File: src/rtl/ctrl_pkg.sv
// Shared types and encodings for the multi-cycle RV32I control unit: FSM states,
// opcodes, control-word field codes and trap causes.
package ctrl_pkg;

   typedef enum logic [2:0] {
      S_FETCH  = 3'd0,
      S_DECODE = 3'd1,
      S_EXEC   = 3'd2,
      S_MEM    = 3'd3,
      S_WB     = 3'd4,
      S_TRAP   = 3'd5
   } state_t;

   localparam logic [6:0] OPC_LOAD   = 7'h03;
   localparam logic [6:0] OPC_OP_IMM = 7'h13;
   localparam logic [6:0] OPC_AUIPC  = 7'h17;
   localparam logic [6:0] OPC_STORE  = 7'h23;
   localparam logic [6:0] OPC_OP     = 7'h33;
   localparam logic [6:0] OPC_LUI    = 7'h37;
   localparam logic [6:0] OPC_BRANCH = 7'h63;
   localparam logic [6:0] OPC_JALR   = 7'h67;
   localparam logic [6:0] OPC_JAL    = 7'h6F;

   localparam logic [3:0] ALUOP_LOAD   = 4'd0;
   localparam logic [3:0] ALUOP_OP_IMM = 4'd1;
   localparam logic [3:0] ALUOP_AUIPC  = 4'd2;
   localparam logic [3:0] ALUOP_STORE  = 4'd3;
   localparam logic [3:0] ALUOP_OP     = 4'd4;
   localparam logic [3:0] ALUOP_LUI    = 4'd5;
   localparam logic [3:0] ALUOP_BRANCH = 4'd6;
   localparam logic [3:0] ALUOP_JALR   = 4'd7;
   localparam logic [3:0] ALUOP_JAL    = 4'd8;

   localparam logic [2:0] M2R_ALU  = 3'b000;
   localparam logic [2:0] M2R_LOAD = 3'b001;
   localparam logic [2:0] M2R_IMM  = 3'b010;
   localparam logic [2:0] M2R_BADR = 3'b011;
   localparam logic [2:0] M2R_PC4  = 3'b100;

   localparam logic [1:0] SRC_RS2   = 2'b00;
   localparam logic [1:0] SRC_IMM   = 2'b01;
   localparam logic [1:0] SRC_SHAMT = 2'b10;

   localparam logic [1:0] JMP_NONE = 2'b00;
   localparam logic [1:0] JMP_JALR = 2'b01;
   localparam logic [1:0] JMP_JAL  = 2'b10;

   localparam logic [1:0] CAUSE_NONE    = 2'b00;
   localparam logic [1:0] CAUSE_ILLEGAL = 2'b01;
   localparam logic [1:0] CAUSE_IMEM    = 2'b10;
   localparam logic [1:0] CAUSE_DMEM    = 2'b11;

   typedef struct packed {
      logic [3:0] alu_op;
      logic [2:0] mem_to_reg;
      logic [1:0] alu_src;
      logic [1:0] jump;
      logic       is_load;
      logic       is_store;
      logic       is_branch;
   } cw_t;

   localparam int CW_W = $bits(cw_t);

   function automatic logic is_shift(input logic [2:0] funct);
      return (funct == 3'b001) || (funct == 3'b101);
   endfunction

endpackage

File: src/rtl/ctrl_decode.sv
// Combinational opcode/funct decode into the control word plus an illegal-opcode flag.
// Illegal opcodes yield an all-zero control word so a NOP retire leaves nothing enabled.
module ctrl_decode
   import ctrl_pkg::*;
(
   input  logic [6:0]      opcode,
   input  logic [2:0]      funct,
   output logic [CW_W-1:0] cw,
   output logic            illegal
);

   cw_t d;

   always_comb begin
      d       = '0;
      illegal = 1'b0;
      case (opcode)
         OPC_LOAD: begin
            d.alu_op     = ALUOP_LOAD;
            d.mem_to_reg = M2R_LOAD;
            d.alu_src    = SRC_IMM;
            d.is_load    = 1'b1;
         end
         OPC_OP_IMM: begin
            d.alu_op  = ALUOP_OP_IMM;
            d.alu_src = is_shift(funct) ? SRC_SHAMT : SRC_IMM;
         end
         OPC_AUIPC: begin
            d.alu_op     = ALUOP_AUIPC;
            d.mem_to_reg = M2R_BADR;
            d.alu_src    = SRC_IMM;
         end
         OPC_STORE: begin
            d.alu_op   = ALUOP_STORE;
            d.alu_src  = SRC_IMM;
            d.is_store = 1'b1;
         end
         OPC_OP: begin
            d.alu_op = ALUOP_OP;
         end
         OPC_LUI: begin
            d.alu_op     = ALUOP_LUI;
            d.mem_to_reg = M2R_IMM;
            d.alu_src    = SRC_IMM;
         end
         OPC_BRANCH: begin
            d.alu_op    = ALUOP_BRANCH;
            d.is_branch = 1'b1;
         end
         OPC_JALR: begin
            d.alu_op     = ALUOP_JALR;
            d.mem_to_reg = M2R_PC4;
            d.alu_src    = SRC_IMM;
            d.jump       = JMP_JALR;
         end
         OPC_JAL: begin
            d.alu_op     = ALUOP_JAL;
            d.mem_to_reg = M2R_PC4;
            d.jump       = JMP_JAL;
         end
         default: illegal = 1'b1;
      endcase
   end

   assign cw = d;

endmodule

File: src/rtl/multicycle_control_unit.sv
// Multi-cycle RV32I control FSM with variable-latency memory handshakes and trapping.
// Optional retired-instruction counter built only when CTRL_PERF_CNT_EN is defined.
module multicycle_control_unit
   import ctrl_pkg::*;
#(
   parameter int TIMEOUT_CYCLES = 255,
   parameter bit ILLEGAL_TRAP   = 1'b1
) (
   input  logic        clk,
   input  logic        rst,
   input  logic [6:0]  opcode,
   input  logic [2:0]  funct,
   input  logic        imem_ready,
   input  logic        dmem_ready,
   output logic        imem_req,
   output logic        dmem_req,
   output logic        ir_load,
   output logic        pc_write,
   output logic        cntl_MemWrite,
   output logic        cntl_RegWrite,
   output logic        cntl_Branch,
   output logic [2:0]  sel_MemToReg,
   output logic [1:0]  sel_ALUSrc,
   output logic [1:0]  sel_jump,
   output logic [3:0]  ALUOp,
   output logic [2:0]  state,
   output logic        trap,
   output logic [1:0]  trap_cause,
   output logic [31:0] instret
);

   localparam int WC_W = (TIMEOUT_CYCLES > 1) ? $clog2(TIMEOUT_CYCLES + 1) : 1;
   localparam logic [WC_W-1:0] WC_LAST = WC_W'((TIMEOUT_CYCLES > 0) ? TIMEOUT_CYCLES - 1 : 0);

   state_t            state_q, state_n;
   cw_t               cw_q, dec_cw;
   logic [CW_W-1:0]   dec_raw;
   logic              dec_illegal;
   logic [1:0]        cause_q, cause_n;
   logic [WC_W-1:0]   wait_cnt;
   logic              timed_out;

   ctrl_decode u_decode (
      .opcode  (opcode),
      .funct   (funct),
      .cw      (dec_raw),
      .illegal (dec_illegal)
   );

   assign dec_cw = cw_t'(dec_raw);

   // Fires on the last permitted wait cycle; a ready in that same cycle takes priority.
   assign timed_out = (TIMEOUT_CYCLES != 0) && (wait_cnt == WC_LAST);

   always_ff @(posedge clk or posedge rst) begin
      if (rst) begin
         state_q  <= S_FETCH;
         cw_q     <= '0;
         cause_q  <= CAUSE_NONE;
         wait_cnt <= '0;
      end else begin
         state_q <= state_n;
         if (state_q == S_DECODE)
            cw_q <= dec_cw;
         if (state_q != S_TRAP && state_n == S_TRAP)
            cause_q <= cause_n;
         if (state_n != state_q)
            wait_cnt <= '0;
         else if (state_q == S_FETCH || state_q == S_MEM)
            wait_cnt <= wait_cnt + 1'b1;
      end
   end

   always_comb begin
      state_n       = state_q;
      cause_n       = CAUSE_NONE;
      imem_req      = 1'b0;
      dmem_req      = 1'b0;
      ir_load       = 1'b0;
      pc_write      = 1'b0;
      cntl_MemWrite = 1'b0;
      cntl_RegWrite = 1'b0;
      cntl_Branch   = 1'b0;
      // Requests must fall the moment reset asserts, not at the next edge.
      if (!rst) begin
         case (state_q)
            S_FETCH: begin
               imem_req = 1'b1;
               if (imem_ready) begin
                  ir_load = 1'b1;
                  state_n = S_DECODE;
               end else if (timed_out) begin
                  state_n = S_TRAP;
                  cause_n = CAUSE_IMEM;
               end
            end
            S_DECODE: begin
               if (!dec_illegal) begin
                  state_n = S_EXEC;
               end else if (ILLEGAL_TRAP) begin
                  state_n = S_TRAP;
                  cause_n = CAUSE_ILLEGAL;
               end else begin
                  pc_write = 1'b1;
                  state_n  = S_FETCH;
               end
            end
            S_EXEC: begin
               if (cw_q.is_load || cw_q.is_store) begin
                  state_n = S_MEM;
               end else if (cw_q.is_branch) begin
                  cntl_Branch = 1'b1;
                  pc_write    = 1'b1;
                  state_n     = S_FETCH;
               end else begin
                  state_n = S_WB;
               end
            end
            S_MEM: begin
               dmem_req      = 1'b1;
               cntl_MemWrite = cw_q.is_store;
               if (dmem_ready) begin
                  if (cw_q.is_store) begin
                     pc_write = 1'b1;
                     state_n  = S_FETCH;
                  end else begin
                     state_n = S_WB;
                  end
               end else if (timed_out) begin
                  state_n = S_TRAP;
                  cause_n = CAUSE_DMEM;
               end
            end
            S_WB: begin
               cntl_RegWrite = 1'b1;
               pc_write      = 1'b1;
               state_n       = S_FETCH;
            end
            S_TRAP: state_n = S_TRAP;
            default: state_n = S_FETCH;
         endcase
      end
   end

   assign ALUOp        = cw_q.alu_op;
   assign sel_MemToReg = cw_q.mem_to_reg;
   assign sel_ALUSrc   = cw_q.alu_src;
   assign sel_jump     = cw_q.jump;
   assign state        = state_q;
   assign trap         = (state_q == S_TRAP);
   assign trap_cause   = cause_q;

`ifdef CTRL_PERF_CNT_EN
   logic [31:0] instret_q;

   always_ff @(posedge clk or posedge rst) begin
      if (rst)
         instret_q <= '0;
      else if (pc_write)
         instret_q <= instret_q + 32'd1;
   end

   assign instret = instret_q;
`else
   assign instret = '0;
`endif

endmodule

File: config.mk
export PLATFORM = sky130hd
export DESIGN_NAME = multicycle_control_unit
export DESIGN_NICKNAME = d
export VERILOG_FILES = /design/src/rtl/ctrl_pkg.sv /design/src/rtl/ctrl_decode.sv /design/src/rtl/multicycle_control_unit.sv
export SDC_FILE = /design/constraint.sdc
export NUM_CORES = 1
export LEC_CHECK = 0
export BUFFER_PORTS_ARGS = -buffer_cell sky130_fd_sc_hd__buf_2
export CORE_MARGIN = 5
export CORE_UTILIZATION = 40
export CTS_CLUSTER_SIZE = 14
export DETAILED_ROUTE_END_ITERATION = 6
export MAX_ROUTING_LAYER = met4
export PLACE_DENSITY = 0.69
export SETUP_SLACK_MARGIN = 0.02
export SYNTH_ARGS = -nofsm -noshare
export SYNTH_HDL_FRONTEND = slang
export SYNTH_SLANG_ARGS = --single-unit
File: constraint.sdc
create_clock -name clk -period 2.3 [get_ports clk]
set_input_delay 0.575 -clock clk [delete_from_list [all_inputs] [get_ports clk]]
set_output_delay 0.575 -clock clk [all_outputs]
set_load 0.02 [all_outputs]
==> results of run 1 <==
==> power groups by stage <==
stage	registers, W	logic, W	clock network (W)
after floorplan	0.000630	0.000704	0
after global placement	0.000629	0.000898	0
after detailed placement	0.000631	0.000907	0
after CTS	0.000621	0.000912	0.000290
after global routing	0.000628	0.00104	0.000305
final	0.000613	0.000947	0.000273
==> per-stage QoR <==
stage | cells | hold WS [ns]
final | 335 | 0.4364
after global placement | 329 | 0.4593
after global routing | 335 | 0.4608
after floorplan | 268 | 0.4482
after detailed placement | 329 | 0.4590
after CTS | 333 | 0.4204
==> layer usage <==
metal  vias up  track usage, %
met5         -               -
met4         0           4.054
met3         4           2.083
met2        54           24.10
met1       815           17.84
li1        819               -
==> what timing repair did <==
item / 4_1_cts / 5_1_grt
setup buffers: 0 / 2
resized for setup: 0 / 2
setup endpoints to repair: 0 / 2
hold buffers: 0 / 0
==> Yosys cell counts, types with 6 or more instances <==
| cell | count | area (µm²) |
|---|---|---|
| sky130_fd_sc_hd__a211oi_1 | 7 | 52.55 |
| sky130_fd_sc_hd__clkbuf_1 | 7 | 26.28 |
| sky130_fd_sc_hd__dfrtp_1 | 27 | 675.7 |
| sky130_fd_sc_hd__a32o_1 | 6 | 60.06 |
| sky130_fd_sc_hd__o21ai_0 | 7 | 35.03 |
| sky130_fd_sc_hd__a21oi_1 | 6 | 30.03 |
| sky130_fd_sc_hd__nor2_1 | 16 | 60.06 |
| sky130_fd_sc_hd__buf_4 | 43 | 322.8 |
| sky130_fd_sc_hd__nand2_1 | 16 | 60.06 |
| sky130_fd_sc_hd__xor2_1 | 6 | 52.55 |
| sky130_fd_sc_hd__inv_1 | 8 | 30.03 |
| sky130_fd_sc_hd__o21ai_1 | 8 | 40.04 |
==> area by class of cell <==
cell class | count | area [µm²] | area share, %
well taps | 70 | 87.58 | 3.922
clock inverters | 1 | 7.507 | 0.3361
inverters | 8 | 33.78 | 1.513
flip-flops and latches | 27 | 678.2 | 30.36
repair buffers | 49 | 277.8 | 12.44
multi-input cells | 177 | 1107 | 49.58
clock buffers | 3 | 41.29 | 1.849
==> flip-flops by register name, summed over array words and instances (netlist names) <==
name and cells:
ALUOp 4, cw_q 3, sel_ALUSrc 2, sel_MemToReg 3
sel_jump 2, state 3, trap_cause 2, wait_cnt 8
==> worst reg2reg max path: cells and delay by family (launching register included) <==
family          cells  cell delay, ns
flops               1            0.43
buf+inv             1            0.06
fa+ha+maj           1            0.20
simple gates        2            0.33
compound gates      3            0.94
==> path summary, 6_finish.rpt <==
| check | from | end | slack (ns) | depth (start not counted) |
|---|---|---|---|---|
| max | state[1]$_DFF_PP0_ | pc_write | 0.15 | 5 |
| min | rst | wait_cnt[6]$_DFFE_PP0P_ | 0.44 | 3 |
| max reg2reg | wait_cnt[0]$_DFFE_PP0P_ | wait_cnt[0]$_DFFE_PP0P_ | 0.26 | 7 |
| min reg2reg | ALUOp[3]$_DFFE_PP0N_ | ALUOp[3]$_DFFE_PP0N_ | 0.48 | 2 |
| max in group asynchronous | rst | state[0]$_DFF_PP0_ | 1.68 | 3 |
| min in group clk | ALUOp[3]$_DFFE_PP0N_ | ALUOp[3]$_DFFE_PP0N_ | 0.48 | 2 |
==> cell families after synthesis <==
family / count (synthesis)
AO/OA/AOI/OAI: 60
XOR/XNOR: 10
other: 1
flip-flops: 27
adder cells (fa/ha/maj): 2
buffers and inverters: 64
AND/OR/NAND/NOR: 73
==> impl_metrics.xml, run 1 <==
<?xml version="1.0" encoding="UTF-8"?>
<metrics>
  <group name="outcome">
    <metric name="run_status" unit="">completed</metric>
  </group>
  <group name="sta">
    <metric name="timing.clock.skew" unit="ns">0.003858</metric>
    <metric name="achievable-frequency" unit="GHz">0.4651</metric>
    <metric name="setup_viol" unit="">0</metric>
    <metric name="timing.final.crit_share" unit="%">93.48</metric>
    <metric name="timing_worst_slew_pin_value" unit="ns">0.7187</metric>
    <metric name="post-route-worst-setup-slack" unit="ns">0.1499</metric>
    <metric name="report.final.hold_viol_count" unit="">0</metric>
    <metric name="totalNegativeSetupSlack" unit="ns">0</metric>
    <metric name="max_slew_margin" unit="%">51.46</metric>
    <metric name="grt_setup_unrepaired" unit="">false</metric>
    <metric name="period_minus_ws_final" unit="ns">2.150</metric>
    <metric name="maxSlewViolCount" unit="">0</metric>
  </group>
  <group name="min_path">
    <metric name="hold_class" unit="">input port to async pin</metric>
  </group>
  <group name="floorplan">
    <metric name="die_h" unit="µm">81.52</metric>
    <metric name="io-pin-count" unit="">70</metric>
    <metric name="num_rows" unit="">26</metric>
    <metric name="die_area" unit="µm²">6645</metric>
    <metric name="initial_utilization" unit="%">40.57</metric>
    <metric name="design.core.area" unit="µm²">5042</metric>
    <metric name="die_width" unit="µm">81.52</metric>
  </group>
  <group name="yosys">
    <metric name="postSynthCellCount" unit="">237</metric>
    <metric name="synth_simple_gate_area_share" unit="%">19.94</metric>
    <metric name="combinational_family_with_the_most_area_after_synthesis" unit="">compound AO/OA/AOI/OAI gates</metric>
    <metric name="ys_ff_latch" unit="">27</metric>
    <metric name="area_share_of_xor_xnor_cells_in_the_synthesized_design" unit="%">4.281</metric>
    <metric name="average_instance_area_after_synthesis" unit="µm²">8.632</metric>
    <metric name="synth_compound_area_share" unit="%">21.41</metric>
    <metric name="synth-async-reset-ratio" unit="%">100.0</metric>
    <metric name="netlist-cell-type-count" unit="">53</metric>
    <metric name="synth_area" unit="µm²">2046</metric>
    <metric name="yosysSeqAreaShare" unit="%">33.03</metric>
    <metric name="synth_adder_area_share" unit="%">1.223</metric>
    <metric name="synth-warning-count" unit="">0</metric>
    <metric name="synth_enable_flop_cells" unit="">0</metric>
    <metric name="synth_ff_type" unit="">sky130_fd_sc_hd__dfrtp_1</metric>
    <metric name="synth.area.mux_share" unit="%">0</metric>
  </group>
  <group name="pwr">
    <metric name="total_leakage_power" unit="nW">1.060</metric>
    <metric name="p_per_area" unit="nW/µm²">820.8</metric>
    <metric name="internal-power" unit="W">0.001001</metric>
    <metric name="pwr-share-seq" unit="%">33.4</metric>
    <metric name="worst_ir_drop_vdd" unit="mV">0.3725</metric>
    <metric name="power" unit="W">0.001833</metric>
    <metric name="switching_share" unit="%">45.40</metric>
    <metric name="p_comb_share" unit="%">51.7</metric>
    <metric name="net_load_switching_power" unit="W">0.0008322</metric>
    <metric name="clock_power_share" unit="%">14.9</metric>
  </group>
  <group name="cells_and_area">
    <metric name="mostFrequentLayoutCell" unit="">sky130_fd_sc_hd__buf_2</metric>
    <metric name="proportion_of_layout_cells_with_a_drive_suffix_above_1" unit="%">25.28</metric>
    <metric name="layout_common_cells" unit="">sky130_fd_sc_hd__buf_2, sky130_fd_sc_hd__conb_1, sky130_fd_sc_hd__dfrtp_1</metric>
    <metric name="nFillCells" unit="">517</metric>
    <metric name="antenna-diode-count" unit="">0</metric>
    <metric name="final_nets" unit="">282</metric>
    <metric name="syn_to_final_growth" unit="%">9.174</metric>
    <metric name="post-route-util" unit="%">44.29</metric>
    <metric name="finish.instance_area" unit="µm²">2233</metric>
  </group>
  <group name="grt">
    <metric name="vias_in_the_first_global_route" unit="">1576</metric>
    <metric name="grt_pass1_wl" unit="µm">7410</metric>
    <metric name="overflow" unit="">0</metric>
    <metric name="groute.usage.overall" unit="%">14.32</metric>
    <metric name="grt_max_degree" unit="">18</metric>
    <metric name="number_of_antenna_violations_at_the_first_check_in_global_routing" unit="">0</metric>
  </group>
  <group name="setup_path">
    <metric name="timing.critical_path.slowest_stage_cell" unit="">sky130_fd_sc_hd__dfrtp_1</metric>
    <metric name="crit_type" unit="">flop to primary output</metric>
    <metric name="buffer_and_inverter_count_on_the_worst_path" unit="">1</metric>
    <metric name="required" unit="ns">1.73</metric>
    <metric name="critical_path_peak_fanout" unit="">8</metric>
    <metric name="cp.arrival" unit="ns">1.58</metric>
    <metric name="crit_path_cell_trace" unit="">nand2b_1, nor2_1, and4_4, o21bai_4, buf_2</metric>
    <metric name="cp_top_family" unit="">simple AND/OR/NAND/NOR gates</metric>
    <metric name="critPathMaxStageDelay" unit="ns">0.50</metric>
    <metric name="endpoint_kind" unit="">primary output</metric>
    <metric name="timing.critical_path.from_type" unit="">flop</metric>
  </group>
  <group name="routing">
    <metric name="maxUsedRoutingLayer" unit="">met4</metric>
    <metric name="wirelength" unit="µm">4582</metric>
    <metric name="postRouteAntennaNets" unit="">0</metric>
    <metric name="detailroute.via_count" unit="">1692</metric>
    <metric name="dr.first_iter.drc_count" unit="">134</metric>
    <metric name="drt_pre_antenna_iters" unit="">4</metric>
    <metric name="routed_via_density" unit="">5.051</metric>
    <metric name="route.met2.wl" unit="µm">2287</metric>
    <metric name="wl_met3" unit="µm">271</metric>
    <metric name="met1_length" unit="µm">1993</metric>
    <metric name="drc_errors" unit="">0</metric>
    <metric name="routedWlPerCell" unit="µm">13.68</metric>
  </group>
  <group name="place">
    <metric name="finalWeightedCongestion" unit="">0.9030</metric>
    <metric name="placed_instance_area" unit="µm²">2167</metric>
    <metric name="dp_worst_setup_slack" unit="ns">0.2445</metric>
    <metric name="dp_hpwl" unit="µm">3581</metric>
    <metric name="placement.io_buffers" unit="">36</metric>
  </group>
  <group name="clock_network">
    <metric name="clock_path_buffers" unit="">2</metric>
    <metric name="tritoncts" unit="">built</metric>
    <metric name="tritoncts.num_buffers" unit="">3</metric>
    <metric name="clock_latency_reported_for_the_late_side_of_the_worst_skew_pair" unit="ns">0.27</metric>
    <metric name="clock_tree_root_driver_cell" unit="">sky130_fd_sc_hd__clkbuf_8</metric>
    <metric name="clkTransAtPathRegs" unit="ns">0.10</metric>
    <metric name="cts.htree.levels" unit="">1</metric>
    <metric name="tritoncts_num_sinks" unit="">27</metric>
  </group>
  <group name="flow_run">
    <metric name="cap_violations" unit="">0</metric>
  </group>
</metrics>
(Power assumes the default switching activity.)
==> inputs of run 2 (changes only) <==
RECOVER_POWER = 25   (was unset)
==> run 2 against run 1 <==
Effect of this change:
- worst hold slack better by 0.041 ns
- largest cell class unchanged
- global-route usage stayed put
- critical path depth stayed put
- critical endpoint unchanged
- register-to-register slack hardly changed
==> impl_metrics.xml, run 2 (synthesized netlist as in run 1, its figures left out) <==
<?xml version="1.0" encoding="UTF-8"?>
<metrics>
  <group name="floorplan">
    <metric name="initial_utilization" unit="%">40.57</metric>
    <metric name="num_rows" unit="">26</metric>
    <metric name="die_width" unit="µm">81.52</metric>
    <metric name="die_area" unit="µm²">6645</metric>
    <metric name="design.core.area" unit="µm²">5042</metric>
    <metric name="io-pin-count" unit="">70</metric>
    <metric name="die_h" unit="µm">81.52</metric>
  </group>
  <group name="setup_path">
    <metric name="cp_top_family" unit="">simple AND/OR/NAND/NOR gates</metric>
    <metric name="required" unit="ns">1.73</metric>
    <metric name="buffer_and_inverter_count_on_the_worst_path" unit="">1</metric>
    <metric name="timing.critical_path.slowest_stage_cell" unit="">sky130_fd_sc_hd__dfrtp_2</metric>
    <metric name="timing.critical_path.from_type" unit="">flop</metric>
    <metric name="crit_type" unit="">flop to primary output</metric>
    <metric name="critPathMaxStageDelay" unit="ns">0.45</metric>
    <metric name="endpoint_kind" unit="">primary output</metric>
    <metric name="cp.arrival" unit="ns">1.57</metric>
    <metric name="critical_path_peak_fanout" unit="">5</metric>
    <metric name="crit_path_cell_trace" unit="">nand2b_1, nor2_1, and4_4, o21bai_4, buf_2</metric>
  </group>
  <group name="clock_network">
    <metric name="clock_tree_root_driver_cell" unit="">sky130_fd_sc_hd__clkbuf_8</metric>
    <metric name="clock_path_buffers" unit="">2</metric>
    <metric name="clock_latency_reported_for_the_late_side_of_the_worst_skew_pair" unit="ns">0.27</metric>
    <metric name="tritoncts.num_buffers" unit="">3</metric>
    <metric name="clkTransAtPathRegs" unit="ns">0.09</metric>
    <metric name="cts.htree.levels" unit="">1</metric>
    <metric name="tritoncts_num_sinks" unit="">27</metric>
    <metric name="ctsHoldBuffers" unit="">0</metric>
    <metric name="tritoncts" unit="">built</metric>
  </group>
  <group name="place">
    <metric name="placement.io_buffers" unit="">36</metric>
    <metric name="placed_instance_area" unit="µm²">2167</metric>
    <metric name="dp_hpwl" unit="µm">3581</metric>
    <metric name="finalWeightedCongestion" unit="">0.9030</metric>
    <metric name="dp_worst_setup_slack" unit="ns">0.2445</metric>
  </group>
  <group name="routing">
    <metric name="wirelength" unit="µm">4584</metric>
    <metric name="drc_errors" unit="">0</metric>
    <metric name="postRouteAntennaNets" unit="">0</metric>
    <metric name="detailroute.via_count" unit="">1687</metric>
    <metric name="routedWlPerCell" unit="µm">13.68</metric>
    <metric name="drt_pre_antenna_iters" unit="">4</metric>
    <metric name="dr.first_iter.drc_count" unit="">134</metric>
    <metric name="routed_via_density" unit="">5.036</metric>
  </group>
  <group name="pwr">
    <metric name="total_leakage_power" unit="nW">1.052</metric>
    <metric name="p_per_area" unit="nW/µm²">824.3</metric>
    <metric name="power" unit="W">0.001833</metric>
    <metric name="worst_ir_drop_vdd" unit="mV">0.3728</metric>
  </group>
  <group name="cells_and_area">
    <metric name="layout.area.seq" unit="µm²">678.2</metric>
    <metric name="nFillCells" unit="">519</metric>
    <metric name="proportion_of_layout_cells_with_a_drive_suffix_above_1" unit="%">24.53</metric>
    <metric name="area_used_by_multi_input_combinational_logic" unit="µm²">1107</metric>
    <metric name="syn_to_final_growth" unit="%">8.685</metric>
    <metric name="antenna-diode-count" unit="">0</metric>
    <metric name="final_nets" unit="">282</metric>
    <metric name="layout_common_cells" unit="">sky130_fd_sc_hd__buf_2, sky130_fd_sc_hd__conb_1, sky130_fd_sc_hd__dfrtp_1</metric>
    <metric name="mostFrequentLayoutCell" unit="">sky130_fd_sc_hd__buf_2</metric>
    <metric name="finish.instance_area" unit="µm²">2223</metric>
    <metric name="largest_reg_flops" unit="">8</metric>
    <metric name="regMostFlops" unit="">wait_cnt</metric>
  </group>
  <group name="sta">
    <metric name="max_slew_margin" unit="%">45.81</metric>
    <metric name="maxSlewViolCount" unit="">0</metric>
    <metric name="timing.final.crit_share" unit="%">93.11</metric>
    <metric name="report.final.hold_viol_count" unit="">0</metric>
    <metric name="period_minus_ws_final" unit="ns">2.142</metric>
    <metric name="totalNegativeSetupSlack" unit="ns">0</metric>
    <metric name="setup_viol" unit="">0</metric>
    <metric name="post-route-worst-setup-slack" unit="ns">0.1585</metric>
    <metric name="timing_worst_slew_pin_value" unit="ns">0.8128</metric>
    <metric name="grt_setup_unrepaired" unit="">false</metric>
    <metric name="achievable-frequency" unit="GHz">0.4670</metric>
    <metric name="timing.clock.skew" unit="ns">0.003969</metric>
  </group>
  <group name="min_path">
    <metric name="hold_class" unit="">flop to flop</metric>
  </group>
  <group name="flow_run">
    <metric name="cap_violations" unit="">0</metric>
  </group>
  <group name="grt">
    <metric name="grt_pass1_wl" unit="µm">7410</metric>
    <metric name="grt_max_degree" unit="">18</metric>
    <metric name="groute.usage.overall" unit="%">14.32</metric>
    <metric name="number_of_antenna_violations_at_the_first_check_in_global_routing" unit="">0</metric>
    <metric name="overflow" unit="">0</metric>
    <metric name="vias_in_the_first_global_route" unit="">1576</metric>
  </group>
  <group name="outcome">
    <metric name="run_status" unit="">completed</metric>
  </group>
</metrics>
-- run 2: metal layers --
| layer | wire, µm | share of wire (%) | GRT usage, % |
|---|---|---|---|
| met1 | 2007 | 44 | 17.84 |
| met5 | 0 | 0 | - |
| met3 | 280 | 6.1 | 2.083 |
| met4 | 30 | 0.65 | 4.054 |
| met2 | 2265 | 49 | 24.10 |
-- run 2: metrics by stage --
| step | hold WS (ns) | instances | utilization [%] |
|---|---|---|---|
| after global placement | 0.4593 | 329 | 42.98 |
| after CTS | 0.4204 | 333 | 43.95 |
| after floorplan | 0.4482 | 268 | - |
| after global routing | 0.4997 | 335 | 44.09 |
| after detailed placement | 0.4590 | 329 | 42.98 |
| final | 0.4779 | 335 | 44.09 |
-- run 2: area by class of cell --
type | count | area share, %
multi-input cells | 177 | 49.80
clock buffers | 3 | 1.857
repair buffers | 49 | 12.16
well taps | 70 | 3.939
inverters | 8 | 1.407
clock inverters | 1 | 0.3376
flip-flops and latches | 27 | 30.50
-- run 2: worst paths after layout --
path	from	endpoint	slack, ns	depth (start not counted)
max in group asynchronous	rst	state[0]$_DFF_PP0_	1.05	3
setup reg to reg	wait_cnt[0]$_DFFE_PP0P_	wait_cnt[0]$_DFFE_PP0P_	0.26	7
setup / recovery	state[2]$_DFF_PP0_	pc_write	0.16	5
hold reg to reg	ALUOp[3]$_DFFE_PP0N_	ALUOp[3]$_DFFE_PP0N_	0.48	2
hold / removal	ALUOp[3]$_DFFE_PP0N_	ALUOp[3]$_DFFE_PP0N_	0.48	2
min in group asynchronous	rst	ALUOp[2]$_DFFE_PP0N_	0.69	3
-- run 2: what timing repair did --
action | 4_1_cts | 5_1_grt
setup buffers | 0 | 2
endpoints found under the setup margin | 0 | 2
gates resized for setup | 0 | 2
-- run 2: worst reg2reg max path, delay by kind of cell (launching register included) --
kind | cells | cell delay (ns)
and+or+nand+nor | 2 | 0.33
AOI/OAI and AO/OA | 3 | 0.94
adders and majority gates | 1 | 0.20
buffers and inverters | 1 | 0.06
DFF | 1 | 0.43
-- run 2: where the power goes --
group          total, W  switching, W  internal (W)
logic          0.000946      0.000609      0.000336
registers      0.000614     0.0000742      0.000540
clock network  0.000273      0.000150      0.000123
